### config.mk
export PLATFORM = sky130hd
export DESIGN_NAME = instr_fetch_decode_flat
export DESIGN_NICKNAME = d
export VERILOG_FILES = /design/src/rtl/instr_fetch_decode_if.sv /design/src/rtl/instr_fetch_decode.sv /design/src/flat_wrapper.sv
export SDC_FILE = /design/constraint.sdc
export NUM_CORES = 1
export LEC_CHECK = 0
export ABC_AREA = 1
export CAP_MARGIN = 10
export CORE_AREA = 8 8 83 92
export DETAILED_ROUTE_END_ITERATION = 10
export DIE_AREA = 0 0 91 100
export PLACE_DENSITY = 0.85
export SYNTH_ARGS = -nofsm -noshare
export SYNTH_HDL_FRONTEND = slang
export SYNTH_SLANG_ARGS = --single-unit
### constraint.sdc
create_clock -name clk -period 1.28 [get_ports clk]
set_clock_uncertainty 0.1 [all_clocks]
set_input_delay 0.256 -clock clk [delete_from_list [all_inputs] [get_ports clk]]
set_output_delay 0.256 -clock clk [all_outputs]
set_load 0.03 [all_outputs]
### src/rtl/instr_fetch_decode_if.sv
// Bus between the fetch/decode front end, its instruction ROM and the execute stage.
// Handshake: an instruction transfers on a cycle where out_valid and out_ready are both high;
// once out_valid is raised the dec_* fields hold steady until that transfer happens.
interface instr_fetch_decode_if;
  logic [7:0]  rom_addr;
  logic [15:0] rom_data;
  logic        out_valid;
  logic        out_ready;
  logic [3:0]  dec_op;
  logic [3:0]  dec_rd;
  logic [3:0]  dec_rs1;
  logic [3:0]  dec_rs2;
  logic [7:0]  dec_imm;
  logic        dec_we;
  logic        dec_imm_sel;
  logic [7:0]  dec_pc;

  modport master (
    output rom_addr,
    input  rom_data,
    output out_valid,
    input  out_ready,
    output dec_op,
    output dec_rd,
    output dec_rs1,
    output dec_rs2,
    output dec_imm,
    output dec_we,
    output dec_imm_sel,
    output dec_pc
  );

  modport slave (
    input  rom_addr,
    output rom_data,
    input  out_valid,
    output out_ready,
    input  dec_op,
    input  dec_rd,
    input  dec_rs1,
    input  dec_rs2,
    input  dec_imm,
    input  dec_we,
    input  dec_imm_sel,
    input  dec_pc
  );
endinterface

### src/rtl/instr_fetch_decode.sv
// Fetch/decode front end: owns the PC, registers and splits ROM words, and consumes
// loop instructions (opcode 0xF) locally, optionally parking until the next frame start.
module instr_fetch_decode #(
  parameter bit         SYNC_ON_LOOP = 1'b1,
  parameter logic [7:0] RESET_PC     = 8'd0
) (
  input  logic                         clk,
  input  logic                         rst_n,
  input  logic                         en,
  input  logic                         frame_start,
  instr_fetch_decode_if.master         bus,
  output logic [15:0]                  loop_cnt,
  output logic [1:0]                   dbg_state
);

  typedef enum logic [1:0] {
    S_IDLE       = 2'd0,
    S_RUN        = 2'd1,
    S_WAIT_FRAME = 2'd2
  } state_e;

  localparam logic [3:0] OP_LOOP = 4'hF;
  localparam logic [3:0] OP_LDI  = 4'h7;

  state_e      state_q, state_d;
  logic [7:0]  pc_q, pc_d;
  logic [15:0] loop_cnt_q, loop_cnt_d;
  logic        valid_q, valid_d;
  logic [15:0] word_q;
  logic [7:0]  dec_pc_q;
  logic        we_q;
  logic        imm_sel_q;

  logic [3:0]  fetch_op;
  logic        can_issue;
  logic        load;

  assign fetch_op  = bus.rom_data[15:12];
  assign can_issue = !valid_q || bus.out_ready;

  // Next-state, PC and loop-counter logic; 'load' marks a cycle that fills the output register.
  always_comb begin
    state_d    = state_q;
    pc_d       = pc_q;
    loop_cnt_d = loop_cnt_q;
    load       = 1'b0;
    case (state_q)
      S_IDLE: begin
        if (en) state_d = S_RUN;
      end
      S_RUN: begin
        if (!en) begin
          state_d = S_IDLE;
        end else if (fetch_op == OP_LOOP) begin
          pc_d       = bus.rom_data[7:0];
          loop_cnt_d = loop_cnt_q + 16'd1;
          state_d    = SYNC_ON_LOOP ? S_WAIT_FRAME : S_RUN;
        end else if (can_issue) begin
          load = 1'b1;
          pc_d = pc_q + 8'd1;
        end
      end
      S_WAIT_FRAME: begin
        if (!en) begin
          state_d = S_IDLE;
        end else if (frame_start) begin
          state_d = S_RUN;
        end
      end
      default: state_d = S_IDLE;
    endcase
  end

  // The output register keeps draining whatever the FSM state is.
  always_comb begin
    valid_d = load | (valid_q & ~bus.out_ready);
  end

  always_ff @(posedge clk) begin
    if (!rst_n) begin
      state_q    <= S_IDLE;
      pc_q       <= RESET_PC;
      loop_cnt_q <= 16'd0;
      valid_q    <= 1'b0;
    end else begin
      state_q    <= state_d;
      pc_q       <= pc_d;
      loop_cnt_q <= loop_cnt_d;
      valid_q    <= valid_d;
    end
  end

  always_ff @(posedge clk) begin
    if (!rst_n) begin
      word_q    <= 16'd0;
      dec_pc_q  <= 8'd0;
      we_q      <= 1'b0;
      imm_sel_q <= 1'b0;
    end else if (load) begin
      word_q    <= bus.rom_data;
      dec_pc_q  <= pc_q;
      we_q      <= (fetch_op != 4'h0) && !fetch_op[3];
      imm_sel_q <= (fetch_op == OP_LDI);
    end
  end

  assign bus.rom_addr    = pc_q;
  assign bus.out_valid   = valid_q;
  assign bus.dec_op      = word_q[15:12];
  assign bus.dec_rd      = word_q[11:8];
  assign bus.dec_rs1     = word_q[7:4];
  assign bus.dec_rs2     = word_q[3:0];
  assign bus.dec_imm     = word_q[7:0];
  assign bus.dec_we      = we_q;
  assign bus.dec_imm_sel = imm_sel_q;
  assign bus.dec_pc      = dec_pc_q;
  assign loop_cnt        = loop_cnt_q;
  assign dbg_state       = state_q;

endmodule
### src/flat_wrapper.sv
// flat-port wrapper written by rule: the top's interface ports become plain ports
module instr_fetch_decode_flat 
#(
  parameter bit         SYNC_ON_LOOP = 1'b1,
  parameter logic [7:0] RESET_PC     = 8'd0
)
  (clk, rst_n, en, frame_start, loop_cnt, dbg_state, bus_rom_addr, bus_rom_data, bus_out_valid, bus_out_ready, bus_dec_op, bus_dec_rd, bus_dec_rs1, bus_dec_rs2, bus_dec_imm, bus_dec_we, bus_dec_imm_sel, bus_dec_pc);
  instr_fetch_decode_if bus_i ();
  input  logic clk;
  input  logic rst_n;
  input  logic en;
  input  logic frame_start;
  output logic [15:0] loop_cnt;
  output logic [1:0] dbg_state;
  output wire logic [$bits(bus_i.rom_addr)-1:0] bus_rom_addr;
  input wire logic [$bits(bus_i.rom_data)-1:0] bus_rom_data;
  output wire logic [$bits(bus_i.out_valid)-1:0] bus_out_valid;
  input wire logic [$bits(bus_i.out_ready)-1:0] bus_out_ready;
  output wire logic [$bits(bus_i.dec_op)-1:0] bus_dec_op;
  output wire logic [$bits(bus_i.dec_rd)-1:0] bus_dec_rd;
  output wire logic [$bits(bus_i.dec_rs1)-1:0] bus_dec_rs1;
  output wire logic [$bits(bus_i.dec_rs2)-1:0] bus_dec_rs2;
  output wire logic [$bits(bus_i.dec_imm)-1:0] bus_dec_imm;
  output wire logic [$bits(bus_i.dec_we)-1:0] bus_dec_we;
  output wire logic [$bits(bus_i.dec_imm_sel)-1:0] bus_dec_imm_sel;
  output wire logic [$bits(bus_i.dec_pc)-1:0] bus_dec_pc;
  assign bus_rom_addr = bus_i.rom_addr;
  assign bus_i.rom_data = bus_rom_data;
  assign bus_out_valid = bus_i.out_valid;
  assign bus_i.out_ready = bus_out_ready;
  assign bus_dec_op = bus_i.dec_op;
  assign bus_dec_rd = bus_i.dec_rd;
  assign bus_dec_rs1 = bus_i.dec_rs1;
  assign bus_dec_rs2 = bus_i.dec_rs2;
  assign bus_dec_imm = bus_i.dec_imm;
  assign bus_dec_we = bus_i.dec_we;
  assign bus_dec_imm_sel = bus_i.dec_imm_sel;
  assign bus_dec_pc = bus_i.dec_pc;
  instr_fetch_decode #(.SYNC_ON_LOOP(SYNC_ON_LOOP), .RESET_PC(RESET_PC)) u_core (.clk(clk), .rst_n(rst_n), .en(en), .frame_start(frame_start), .bus(bus_i), .loop_cnt(loop_cnt), .dbg_state(dbg_state));
endmodule
==> reports/summary.txt, run 1 <==
RUN STATUS
--------------------------------------------------------------------------------------
Status                                                                    complete, but fails checks
Failing checks                                                            negative setup slack

FINAL LAYOUT
--------------------------------------------------------------------------------------
Top library cells by usage in the layout, fill and taps aside             95 x nand2_1, 72 x buf_4, 31 x nor2_1
Fraction of layout cells with a size suffix above 1                              39.6%
Filler cell count                                                                  513
Layout overhead on the synthesized area                                          56.9%
Final standard cell count with taps included and fillers excluded                  529
Number of nets in the layout                                                       471
Final core utilization                                                           63.1%
Antenna fix cells                                                                    0
Most common cell after layout, fill and taps aside                             nand2_1

PWR
--------------------------------------------------------------------------------------
Sequential group share of total power                                            53.5%
Logic gate share of total power                                                  16.6%
Switching power                                                             0.000886 W
Power per unit of standard cell area                                        830 nW/um2
Peak supply drop                                                              0.433 mV
Switching portion of total power                                                 27.8%
Design Power                                                                 0.00318 W
Leakage power figure                                                           1.62 nW
Internal power of the cells                                                  0.00230 W
Clk pwr share                                                                    29.9%

MIN PATH
--------------------------------------------------------------------------------------
Worst min path class                                                      register to register
Startpoint of the tightest hold check path                                u_core.bus.dec_imm_sel
Terminating pin of the worst hold path                                    u_core.bus.dec_imm_sel
Depth of the worst hold-timing path                                                  2

CRITICAL PATH
--------------------------------------------------------------------------------------
Slowest stage cell on the critical path                                        dfxtp_4
End of the worst register-to-register path                                u_core.word_q[15]
Reg-to-Reg Start                                                          u_core.dbg_state[1]
Worst-path fanout max                                                                7
Reg2Reg Depth                                                                        8
Crit Path Category                                                        register to register
Largest stage delay, worst path                                                0.37 ns
Kind of launch point of the worst setup path                                  register
Data arrival time of the critical path                                         1.57 ns
Buffers & Inverters on Critical Path                                                 3
Kind of cell with the highest combined delay on the critical path         simple AND/OR/NAND/NOR gates
WP data required                                                               1.41 ns
R2r setup slk                                                                 -0.15 ns
Setup crit end kind                                                           register
Crit-path cells                                                           inv_2 -> nand3_2 -> nor2_4 -> nand2_4 -> inv_8 -> clkbuf_16 -> nand2_1 -> a21oi_1

PLACE
--------------------------------------------------------------------------------------
Weighted congestion reported at the end of routability-driven placement          0.919
Detailed placer's ending HPWL                                                  5390 um
Cell total after placement                                                         510
Buffers on Ports                                                                    81

TIMING
--------------------------------------------------------------------------------------
Period minus WS final                                                          1.43 ns
Final Slew Violations                                                                0
Unrepaired setup endpoints after global routing                                    yes
Count of final setup violators                                                      49
Hold Vio Cnt, Final                                                                  0
Final clock period utilization by the worst path                                  112%
Final total negative setup slack                                              -3.55 ns
Maximum clock rate                                                           0.697 GHz
Slew of the pin with the lowest slew margin                                   0.359 ns
Final setup slack of the worst path                                          -0.154 ns
Max-slew headroom at the worst pin                                               76.1%

CLOCK NETWORK
--------------------------------------------------------------------------------------
Maximum buffer depth of the clock tree                                               2
Clock tree root driver cell                                                   clkbuf_8
Number of H-tree levels                                                              2
Sinks on Clock Net                                                                  53
Post-CTS Hold Fix Bufs                                                               0
Clock latency of the later-clocked register in the worst-skew pair             0.30 ns
CTS tree                                                                           yes
Clock Pin Slew Worst Setup and Hold Paths                                      0.10 ns
Number of buffers added by the clock tree synthesis step                             5

SYNTH
--------------------------------------------------------------------------------------
Register area share after synthesis                                              43.4%
Synthesized cell area                                                         2440 um2
Number of nets produced by synthesis                                               365
Synth cell types                                                                    29
Synthesized instance count                                                         342
Warnings, synthesis                                                                  0
Number of synthesized register bits                                                 53
Mean cell area of the mapped netlist                                          7.15 um2

DETAILED ROUTING
--------------------------------------------------------------------------------------
Detailed-route via count                                                         2,685
Final routed DRC violation total                                                     0
Drt via density                                                                   5.08
Detailed-route wire length per cell                                            15.1 um
Detailed-routing iteration count for the pre-antenna-repair pass                     4
Final wirelength                                                               7990 um
Antenna violation net count after detailed routing                                   0
Drt first-iter violations                                                          134

FLOORPLAN
--------------------------------------------------------------------------------------
Number of top-level pins                                                            82
Die width                                                                        91 um
Core Box Area                                                                 6080 um2
Floorplan die area                                                            9100 um2
# rows                                                                              30
Die height                                                                      100 um
Starting density of the core                                                     40.2%

FLOW RUN
--------------------------------------------------------------------------------------
Max-capacitance violation count                                                      0

GLOBAL ROUTING
--------------------------------------------------------------------------------------
Number of antenna violations at the first check in global routing                    0
Pin count of the biggest net entering global routing                                28
GR Overflow Total                                                                    0
Via count of the first global-routing pass                                       2,709
Global routing usage summed across all routing layers                            16.2%
First-pass GRT wire length                                                   12,500 um

[worst register-to-register path, stage by stage, from the launching register on]
cell,delay (ns)
dfxtp_4,0.37
inv_2,0.07
nand3_2,0.09
nor2_4,0.13
nand2_4,0.10
inv_8,0.10
clkbuf_16,0.15
nand2_1,0.08
a21oi_1,0.17
[state kept, by name, summed over array words and instances (netlist names)]
name / cells
u_core.bus.dec_imm_sel: 1
u_core.bus.dec_pc: 8
u_core.bus.dec_we: 1
u_core.bus.out_valid: 1
u_core.bus.rom_addr: 8
u_core.dbg_state: 2
u_core.loop_cnt: 16
u_core.word_q: 16
[per-stage QoR]
stage / hold slack, ns / area (um2) / worst slack, ns
after floorplan: 0.299 / 2530 / -0.0450
after global placement: 0.352 / 3370 / -0.572
after detailed placement: 0.357 / 3370 / -0.630
after CTS: 0.370 / 3670 / -0.106
after global routing: 0.397 / 3840 / -0.236
final: 0.372 / 3840 / -0.154
[layout make-up]
cell class	count	area, um2	share of cell area, %
sequential	53	1110	29.0
timing repair buffer	118	1100	28.6
clock inverter	3	18.8	0.489
inverter	26	110	2.87
clock buffer	5	68.8	1.79
tap	80	100	2.61
multi-input combinational	244	1330	34.6
[worst max-delay path by stage]
stage / cells past startpoint / slack (ns) / startpoint / end
detailed placement: 7 / -0.63 / bus_rom_data[13] / u_core.bus.rom_addr[6]
floorplan: 8 / -0.04 / u_core.dbg_state[0] / u_core.loop_cnt[12]
finish: 8 / -0.15 / u_core.dbg_state[1] / u_core.word_q[15]
CTS: 7 / -0.11 / u_core.dbg_state[0] / u_core.loop_cnt[8]
global route: 8 / -0.24 / u_core.dbg_state[1] / u_core.word_q[15]
global placement: 7 / -0.57 / bus_rom_data[13] / u_core.bus.rom_addr[6]
[cells in the mapped netlist]
library cell  count  share of area [%]
ha_1              2                1.0
nor2_2            2               0.51
clkbuf_1          3               0.46
nand2_1         100                 15
o21a_1            1               0.31
nor3_1            6                1.2
nor2_4            3                1.4
buf_6             2               0.92
nand3_1          22                4.5
and3_1            1               0.26
buf_1             1               0.15
inv_2             1               0.15
nand3b_1          3               0.92
nor2_1           32                4.9
o21ai_2           1               0.36
a21oi_1          39                8.0
inv_1            23                3.5
nor2_8            1               0.82
buf_4            10                3.1
dfxtp_1          53                 43
nand2_2           2               0.51
clkinv_1          2               0.31
o211a_1           1               0.41
xnor2_1           2               0.72
o21ai_1           1               0.20
buf_2             4               0.82
nand2_4           3                1.4
nand4_1           2               0.51
o21ai_0          19                3.9
[repair_timing]
item,in CTS,in global routing
resized for setup,58,25
setup buffers,3,4
pin swaps,12,8
cloned,2,2
endpoints found under the setup margin,62,64
[cells by family (layout without fill, tap and decap cells)]
group           count (synthesis)  after routing  share of synthesized area [%]
flops                          53             53                           43.4
xor+xnor                        2              2                          0.717
compound gates                 62             62                           13.2
simple gates                  177            178                           32.3
fa+ha+maj                       2              2                           1.02
buf+inv                        46            152                           9.42
[power by group through the flow]
| stage | Clock (W) | Sequential [W] | Combinational [W] |
|---|---|---|---|
| finish | 0.000951 | 0.00170 | 0.000529 |
| global route | 0.00104 | 0.00171 | 0.000563 |
| CTS | 0.000975 | 0.00170 | 0.000490 |
| detailed placement | 0 | 0.00174 | 0.000451 |
| global placement | 0 | 0.00174 | 0.000444 |
| floorplan | 0 | 0.00181 | 0.000173 |
[per-layer routing]
layer | up-vias | track usage (%) | part of all wire [%]
met5 | - | 0 | 0
met4 | 0 | 3.78 | 0.88
met3 | 10 | 5.15 | 7.8
met2 | 111 | 30.3 | 53
met1 | 1255 | 17.2 | 38
li1 | 1309 | - | -
No activity file was read; power rests on OpenSTA's default activity.
==> inputs of run 2 (changes only) <==
Settings changed: CAP_MARGIN 10 to not set.
==> results of run 2 <==
The final DEF is identical to that of run 1; final timing and power are the same.
